[src/rtl/lcd_pkg.sv]
// lcd_pkg: shared types and constants for the HD44780 sequencer.
// Init ROM contents, fixed init waits and command codes.
package lcd_pkg;

    typedef enum logic [2:0] {
        ST_PWRUP,
        ST_SETUP,
        ST_EN_HIGH,
        ST_WAIT,
        ST_IDLE
    } lcd_state_e;

    localparam int INIT_LEN      = 7;
    localparam int INIT_WAIT0_US = 4100;
    localparam int INIT_WAIT1_US = 100;

    localparam logic [7:0] CMD_CLEAR    = 8'h01;
    localparam logic [7:0] CMD_HOME     = 8'h02;
    localparam logic [7:0] CMD_FUNC_SET = 8'h38;
    localparam logic [7:0] CMD_DISP_ON  = 8'h0C;
    localparam logic [7:0] CMD_ENTRY    = 8'h06;

    function automatic logic [7:0] init_byte(input logic [2:0] step);
        logic [7:0] b;
        case (step)
            3'd4:    b = CMD_DISP_ON;
            3'd5:    b = CMD_CLEAR;
            3'd6:    b = CMD_ENTRY;
            default: b = CMD_FUNC_SET;
        endcase
        return b;
    endfunction

    // Clear (0x01) and home (0x02/0x03) need the long execution wait.
    function automatic logic is_long_cmd(input logic rs,
                                         input logic [7:0] data);
        return !rs && (data == CMD_CLEAR || data[7:1] == CMD_HOME[7:1]);
    endfunction

endpackage

[src/rtl/lcd_us_timer.sv]
// lcd_us_timer: microsecond prescaler plus microsecond down-counter.
// done pulses in the last cycle of a load_val-microsecond interval.
module lcd_us_timer
    import lcd_pkg::*;
#(
    parameter int             US_DIV  = 50,
    parameter int             TW      = 14,
    parameter logic [TW-1:0]  RST_VAL = '0
) (
    input  logic          clk_50mhz,
    input  logic          rst_n,
    input  logic          load,
    input  logic [TW-1:0] load_val,
    output logic          done
);

    localparam int            PW      = (US_DIV > 1) ? $clog2(US_DIV) : 1;
    localparam logic [PW-1:0] PRE_MAX = PW'(US_DIV - 1);

    logic [PW-1:0] pre;
    logic [TW-1:0] cnt;

    // Restart on load; count down one microsecond per US_DIV cycles, stop at 0.
    always_ff @(posedge clk_50mhz) begin
        if (!rst_n) begin
            pre <= PRE_MAX;
            cnt <= RST_VAL;
        end else if (load) begin
            pre <= PRE_MAX;
            cnt <= load_val;
        end else if (cnt != '0) begin
            if (pre == '0) begin
                pre <= PRE_MAX;
                cnt <= cnt - TW'(1);
            end else begin
                pre <= pre - PW'(1);
            end
        end
    end

    assign done = (cnt == TW'(1)) && (pre == '0);

endmodule

[src/rtl/lcd_cmd_sequencer.sv]
// lcd_cmd_sequencer: HD44780 8-bit write-only power-up, init and
// request sequencer with registered LCD outputs.
module lcd_cmd_sequencer
    import lcd_pkg::*;
#(
    parameter int CLK_FREQ      = 50_000_000,
    parameter int PWRUP_WAIT_US = 15000,
    parameter int CMD_WAIT_US   = 40,
    parameter int LONG_WAIT_US  = 1640
) (
    input  logic       clk_50mhz,
    input  logic       rst_n,
    input  logic       req_valid,
    output logic       req_ready,
    input  logic       req_rs,
    input  logic [7:0] req_data,
    output logic       init_done,
    output logic       busy,
    output logic       lcd_rs,
    output logic       lcd_rw,
    output logic       lcd_en,
    output logic [7:0] lcd_data
);

    localparam int US_DIV = CLK_FREQ / 1_000_000;
    localparam int MAX_A  = (PWRUP_WAIT_US > INIT_WAIT0_US) ?
                            PWRUP_WAIT_US : INIT_WAIT0_US;
    localparam int MAX_B  = (LONG_WAIT_US > CMD_WAIT_US) ?
                            LONG_WAIT_US : CMD_WAIT_US;
    localparam int MAX_US = (MAX_A > MAX_B) ? MAX_A : MAX_B;
    localparam int TW     = $clog2(MAX_US + 1);

    localparam logic [TW-1:0] W_PWRUP = TW'(PWRUP_WAIT_US);
    localparam logic [TW-1:0] W_CMD   = TW'(CMD_WAIT_US);
    localparam logic [TW-1:0] W_LONG  = TW'(LONG_WAIT_US);
    localparam logic [TW-1:0] W_INIT0 = TW'(INIT_WAIT0_US);
    localparam logic [TW-1:0] W_INIT1 = TW'(INIT_WAIT1_US);
    localparam logic [2:0]    LAST    = 3'(INIT_LEN - 1);

    lcd_state_e    state;
    lcd_state_e    state_nx;
    logic [2:0]    step;
    logic [2:0]    step_nx;
    logic          tmr_load;
    logic [TW-1:0] tmr_val;
    logic          tmr_done;
    logic [TW-1:0] wait_val;
    logic          accept;
    logic          rom_cap;
    logic          set_done;
    logic          cap_rs;
    logic [7:0]    cap_data;

    lcd_us_timer #(
        .US_DIV  (US_DIV),
        .TW      (TW),
        .RST_VAL (W_PWRUP)
    ) u_timer (
        .clk_50mhz (clk_50mhz),
        .rst_n     (rst_n),
        .load      (tmr_load),
        .load_val  (tmr_val),
        .done      (tmr_done)
    );

    // Execution wait for the byte currently on the bus.
    always_comb begin
        wait_val = W_CMD;
        if (!init_done) begin
            case (step)
                3'd0:    wait_val = W_INIT0;
                3'd1:    wait_val = W_INIT1;
                3'd5:    wait_val = W_LONG;
                default: wait_val = W_CMD;
            endcase
        end else if (is_long_cmd(lcd_rs, lcd_data)) begin
            wait_val = W_LONG;
        end
    end

    // Next-state, timer reload and capture strobes.
    always_comb begin
        state_nx = state;
        step_nx  = step;
        tmr_load = 1'b0;
        tmr_val  = TW'(1);
        accept   = 1'b0;
        rom_cap  = 1'b0;
        set_done = 1'b0;
        unique case (state)
            ST_PWRUP: begin
                if (tmr_done) begin
                    state_nx = ST_SETUP;
                    step_nx  = '0;
                    tmr_load = 1'b1;
                    rom_cap  = 1'b1;
                end
            end
            ST_SETUP: begin
                if (tmr_done) begin
                    state_nx = ST_EN_HIGH;
                    tmr_load = 1'b1;
                end
            end
            ST_EN_HIGH: begin
                if (tmr_done) begin
                    state_nx = ST_WAIT;
                    tmr_load = 1'b1;
                    tmr_val  = wait_val;
                end
            end
            ST_WAIT: begin
                if (tmr_done) begin
                    if (!init_done && step != LAST) begin
                        state_nx = ST_SETUP;
                        step_nx  = step + 3'd1;
                        tmr_load = 1'b1;
                        rom_cap  = 1'b1;
                    end else begin
                        set_done = !init_done;
                        state_nx = ST_IDLE;
                    end
                end
            end
            ST_IDLE: begin
                if (req_valid && req_ready) begin
                    accept   = 1'b1;
                    state_nx = ST_SETUP;
                    tmr_load = 1'b1;
                end
            end
            default: state_nx = ST_PWRUP;
        endcase
    end

    // Byte to present on the bus at the next SETUP entry.
    always_comb begin
        cap_rs   = lcd_rs;
        cap_data = lcd_data;
        if (accept) begin
            cap_rs   = req_rs;
            cap_data = req_data;
        end else if (rom_cap) begin
            cap_rs   = 1'b0;
            cap_data = init_byte(step_nx);
        end
    end

    // State, step index and registered LCD/handshake outputs.
    always_ff @(posedge clk_50mhz) begin
        if (!rst_n) begin
            state     <= ST_PWRUP;
            step      <= '0;
            lcd_rs    <= 1'b0;
            lcd_data  <= '0;
            lcd_en    <= 1'b0;
            lcd_rw    <= 1'b0;
            req_ready <= 1'b0;
            busy      <= 1'b1;
            init_done <= 1'b0;
        end else begin
            state     <= state_nx;
            step      <= step_nx;
            lcd_rs    <= cap_rs;
            lcd_data  <= cap_data;
            lcd_en    <= (state_nx == ST_EN_HIGH);
            lcd_rw    <= 1'b0;
            req_ready <= (state_nx == ST_IDLE);
            busy      <= (state_nx != ST_IDLE);
            if (set_done) begin
                init_done <= 1'b1;
            end
        end
    end

endmodule

[config.mk]
export PLATFORM = sky130hd
export DESIGN_NAME = lcd_cmd_sequencer
export DESIGN_NICKNAME = d
export VERILOG_FILES = /design/src/rtl/lcd_pkg.sv /design/src/rtl/lcd_us_timer.sv /design/src/rtl/lcd_cmd_sequencer.sv
export SDC_FILE = /design/constraint.sdc
export NUM_CORES = 1
export LEC_CHECK = 0
export ABC_AREA = 1
export BUFFER_PORTS_ARGS = -buffer_cell sky130_fd_sc_hd__buf_2
export CAP_MARGIN = 20
export CORE_ASPECT_RATIO = 2
export CORE_MARGIN = 2
export CORE_UTILIZATION = 63
export DETAILED_ROUTE_END_ITERATION = 8
export HOLD_SLACK_MARGIN = 0.05
export MAX_ROUTING_LAYER = met4
export PLACE_DENSITY = 0.9
export RECOVER_POWER = 50
export SETUP_SLACK_MARGIN = 0.15
export SLEW_MARGIN = 20
export SYNTH_ARGS = -nofsm -noshare
export SYNTH_HDL_FRONTEND = slang
export SYNTH_SLANG_ARGS = --single-unit
[constraint.sdc]
create_clock -name clk_50mhz -period 3.3 [get_ports clk_50mhz]
set_input_delay 0.33 -clock clk_50mhz [delete_from_list [all_inputs] [get_ports clk_50mhz]]
set_output_delay 0.33 -clock clk_50mhz [all_outputs]
set_load 0.005 [all_outputs]
==> impl_metrics.ini <==
[yosys]
synth_seq_cells = 39
synth-edff-count = 0
synth_cell_types = 37
ys_top_cells_by_area = dfxtp_1 33%, nand2_1 11%, inv_1 5.3%
mappedNetlistArea_sq_mm = 0.00239
synth_top_area_frac = 0.326
synthFlopType = dfxtp_1
avgSynthCellArea_sq_um = 7.17
ys_warn_count = 0
synth_top_area_cell = dfxtp_1
async_reset_ff_frac = 0
synth_nets = 355
ys_seq_area_frac = 0.326
syn-instance-count = 334

[drt]
drtPass1Iterations = 4
wl_um = 6280
dr.first_iter.drc_count = 96
antenna_left = 0
wire_per_inst_um = 15.3
drc_errors = 0
vias = 2320
vias_per_cell = 5.64

[critical_path]
r2r_cells = 13
critPathMaxStageDelay_ns = 0.54
path_cells = inv_1 > ha_1 > nand2_1 > nor2_1 > nand2_4 > nor2_1 > nand2_4 > nand2_1 > a21oi_4 > nand2_4 > nand4_1 > nand3_1 > nand2_1
critPathMaxFanout = 12
crit_type = reg -> reg
worst_path_max_delay_cell = nor2_1
start_kind = flop
reg2reg_slack_ns = 0.82
reg2reg_from = u_timer.pre[0]$_SDFFE_PP1P_
crit_path_end_kind = flop
worstPathRequired_ns = 3.49
cp_data_arrival_time_ns = 2.67
r2r-end = u_timer.cnt[11]$_SDFFE_PN1P_

[floorplanning]
initial_core_util = 0.657
die_area_sq_mm = 0.00434
die_h_um = 91.2
fp-row-count = 31
coreArea_sq_mm = 0.00365
fp.dieW_um = 47.6
io_pins = 26

[clock_network]
cts_sinks = 39
postCtsSetupRepairBufs = 0
cts_tree = done
path_clk_slew_ns = 0.09
numCtsBuffers = 5
ctsHtreeMaxLevel = 2
clock_latency_ns = 0.30
clk_path_buf_depth = 2
cts_root_buf = clkbuf_8
ctsHoldBuffers = 0
cts_resized = 0

[timing]
max_freq_mhz = 404
worst-slew-pin-transition_ns = 0.679
slew_headroom = 0.546
fin_crit_sh = 0.751
final.setup_skew_ns = 0.0102
slew_violations = 0
hold_violations = 0
setup_viol = 0
grt_setup_unrepaired = no
fin_crit_ns = 2.48
worst_slack_ns = 0.823
finalSetupTns_ns = 0

[min_path]
worstHoldEndpoint = lcd_data[6]$_SDFFE_PN0P_
min_from = req_data[6]
hold_path.class = in -> reg
hold_depth = 3

[finish]
final_cell_mix = 72 x nand2_1, 39 x dfxtp_1, 34 x inv_1
diodes = 0
num-fill-cells = 333
layout.nets = 382
fin_util = 0.712
drive_gt1_frac = 0.177
syn_to_final_growth_pct = 8.46
mostFrequentLayoutCell = nand2_1

[global_routing]
grtUsageTotal = 0.345
grt_pass1_wl_um = 10600
grt_pass1_vias = 2362
grt-ovfl-total = 0
antenna_found_initial = 0
grt_max_degree = 18

[power]
power.internal_mw = 0.643
power.share.combinational = 0.053
switchingPower_mw = 0.216
clockPowerShare = 0.383
p_leak_nw = 1.21
powerDensity_mw_per_mm2 = 330
ir_worst_vdd_mv = 0.344
swShare = 0.251
seqPwrFrac = 0.564

[run]
drv_cap = 0

[place]
port_buffers = 24
gp_congestion = 1.04
dp_hpwl_um = 4900
dp_slack_ns = 1.21

[status]
status = finished clean
==> flip-flops by register name, indices dropped and copies added (netlist names) <==
register     flops
u_timer.pre      6
init_done        1
req_ready        1
lcd_rs           1
busy             1
lcd_data         8
step             3
state            3
u_timer.cnt     14
lcd_en           1
==> routing by layer <==
layer | wire length, um | global-route usage
met1 | 2190 | 0.341
met4 | 495 | 0.223
met3 | 202 | 0.0537
met2 | 3390 | 0.573
met5 | 0 | -
==> stage by stage <==
stage          hold WS, ns  cell area, sq um  instances  total power [mW]
2_1_floorplan        0.468              2390        334             0.526
3_3_place_gp         0.460              2550        403             0.540
3_5_place_dp         0.479              2550        403             0.541
4_1_cts              0.282              2640        411             0.863
5_1_grt              0.305              2600        411             0.885
6_report             0.281              2600        411             0.858
==> power groups by stage <==
| stage | clock network (mW) | registers (mW) | logic, mW |
|---|---|---|---|
| 2_1_floorplan | 0 | 0.494 | 0.0316 |
| 3_3_place_gp | 0 | 0.495 | 0.0451 |
| 3_5_place_dp | 0 | 0.495 | 0.0461 |
| 4_1_cts | 0.332 | 0.484 | 0.0461 |
| 5_1_grt | 0.347 | 0.486 | 0.0520 |
| 6_report | 0.329 | 0.484 | 0.0453 |
==> worst max-delay path, delay by kind of cell (launching register included) <==
kind / cells / cell delay (ns)
compound gates: 1 / 0.09
simple gates: 10 / 1.66
buf+inv: 1 / 0.12
flops: 1 / 0.31
fa+ha+maj: 1 / 0.17
==> synthesized netlist by cell type (2+ instances only) <==
master / number
nand2_2: 8
nand4_1: 10
nand3_2: 5
nor2_8: 3
dfxtp_1: 39
inv_1: 34
a21oi_1: 25
o21ai_0: 18
nand3_1: 15
clkbuf_1: 2
o21ai_1: 8
ha_1: 9
nor3_1: 9
inv_2: 4
xnor2_1: 3
nor2_2: 8
xor2_1: 6
nand2_1: 71
nor2_4: 4
a31oi_1: 2
o211ai_1: 4
or2_2: 2
nor2_1: 29
nand2_4: 3
==> kinds of logic (layout without fill, tap and decap cells) <==
kind of cell | Yosys count | in the layout | share of synthesized area
adder cells (fa/ha/maj) | 9 | 9 | 0.0470
AND/OR/NAND/NOR | 170 | 170 | 0.368
XOR/XNOR | 9 | 9 | 0.0329
flip-flops | 39 | 39 | 0.326
buffers and inverters | 42 | 70 | 0.0721
AO/OA/AOI/OAI | 64 | 64 | 0.152
other | 1 | 1 | 0.00157
==> layout make-up <==
type	instances	area (sq um)	share of cell area
tap	49	61.3	0.0236
clock buffer	5	68.8	0.0265
inverter	38	143	0.0549
timing repair buffer	24	116	0.0448
multi-input combinational	253	1410	0.542
clock inverter	3	20.0	0.00771
sequential	39	781	0.301
==> how the worst max path moves through the flow <==
stage / startpoint / end / slack, ns / cells past startpoint
detailed placement: step[0]$_SDFF_PN0_ / u_timer.pre[2]$_SDFFE_PP0P_ / 1.21 / 12
CTS: step[0]$_SDFF_PN0_ / u_timer.pre[2]$_SDFFE_PP0P_ / 1.20 / 12
global placement: step[0]$_SDFF_PN0_ / u_timer.pre[2]$_SDFFE_PP0P_ / 1.25 / 12
global route: u_timer.pre[0]$_SDFFE_PP1P_ / u_timer.cnt[11]$_SDFFE_PN1P_ / 0.58 / 13
floorplan: step[0]$_SDFF_PN0_ / u_timer.cnt[11]$_SDFFE_PN1P_ / 1.52 / 13
finish: u_timer.pre[0]$_SDFFE_PP1P_ / u_timer.cnt[11]$_SDFFE_PN1P_ / 0.82 / 13
Note: power is estimated with default switching activity, not from simulation.
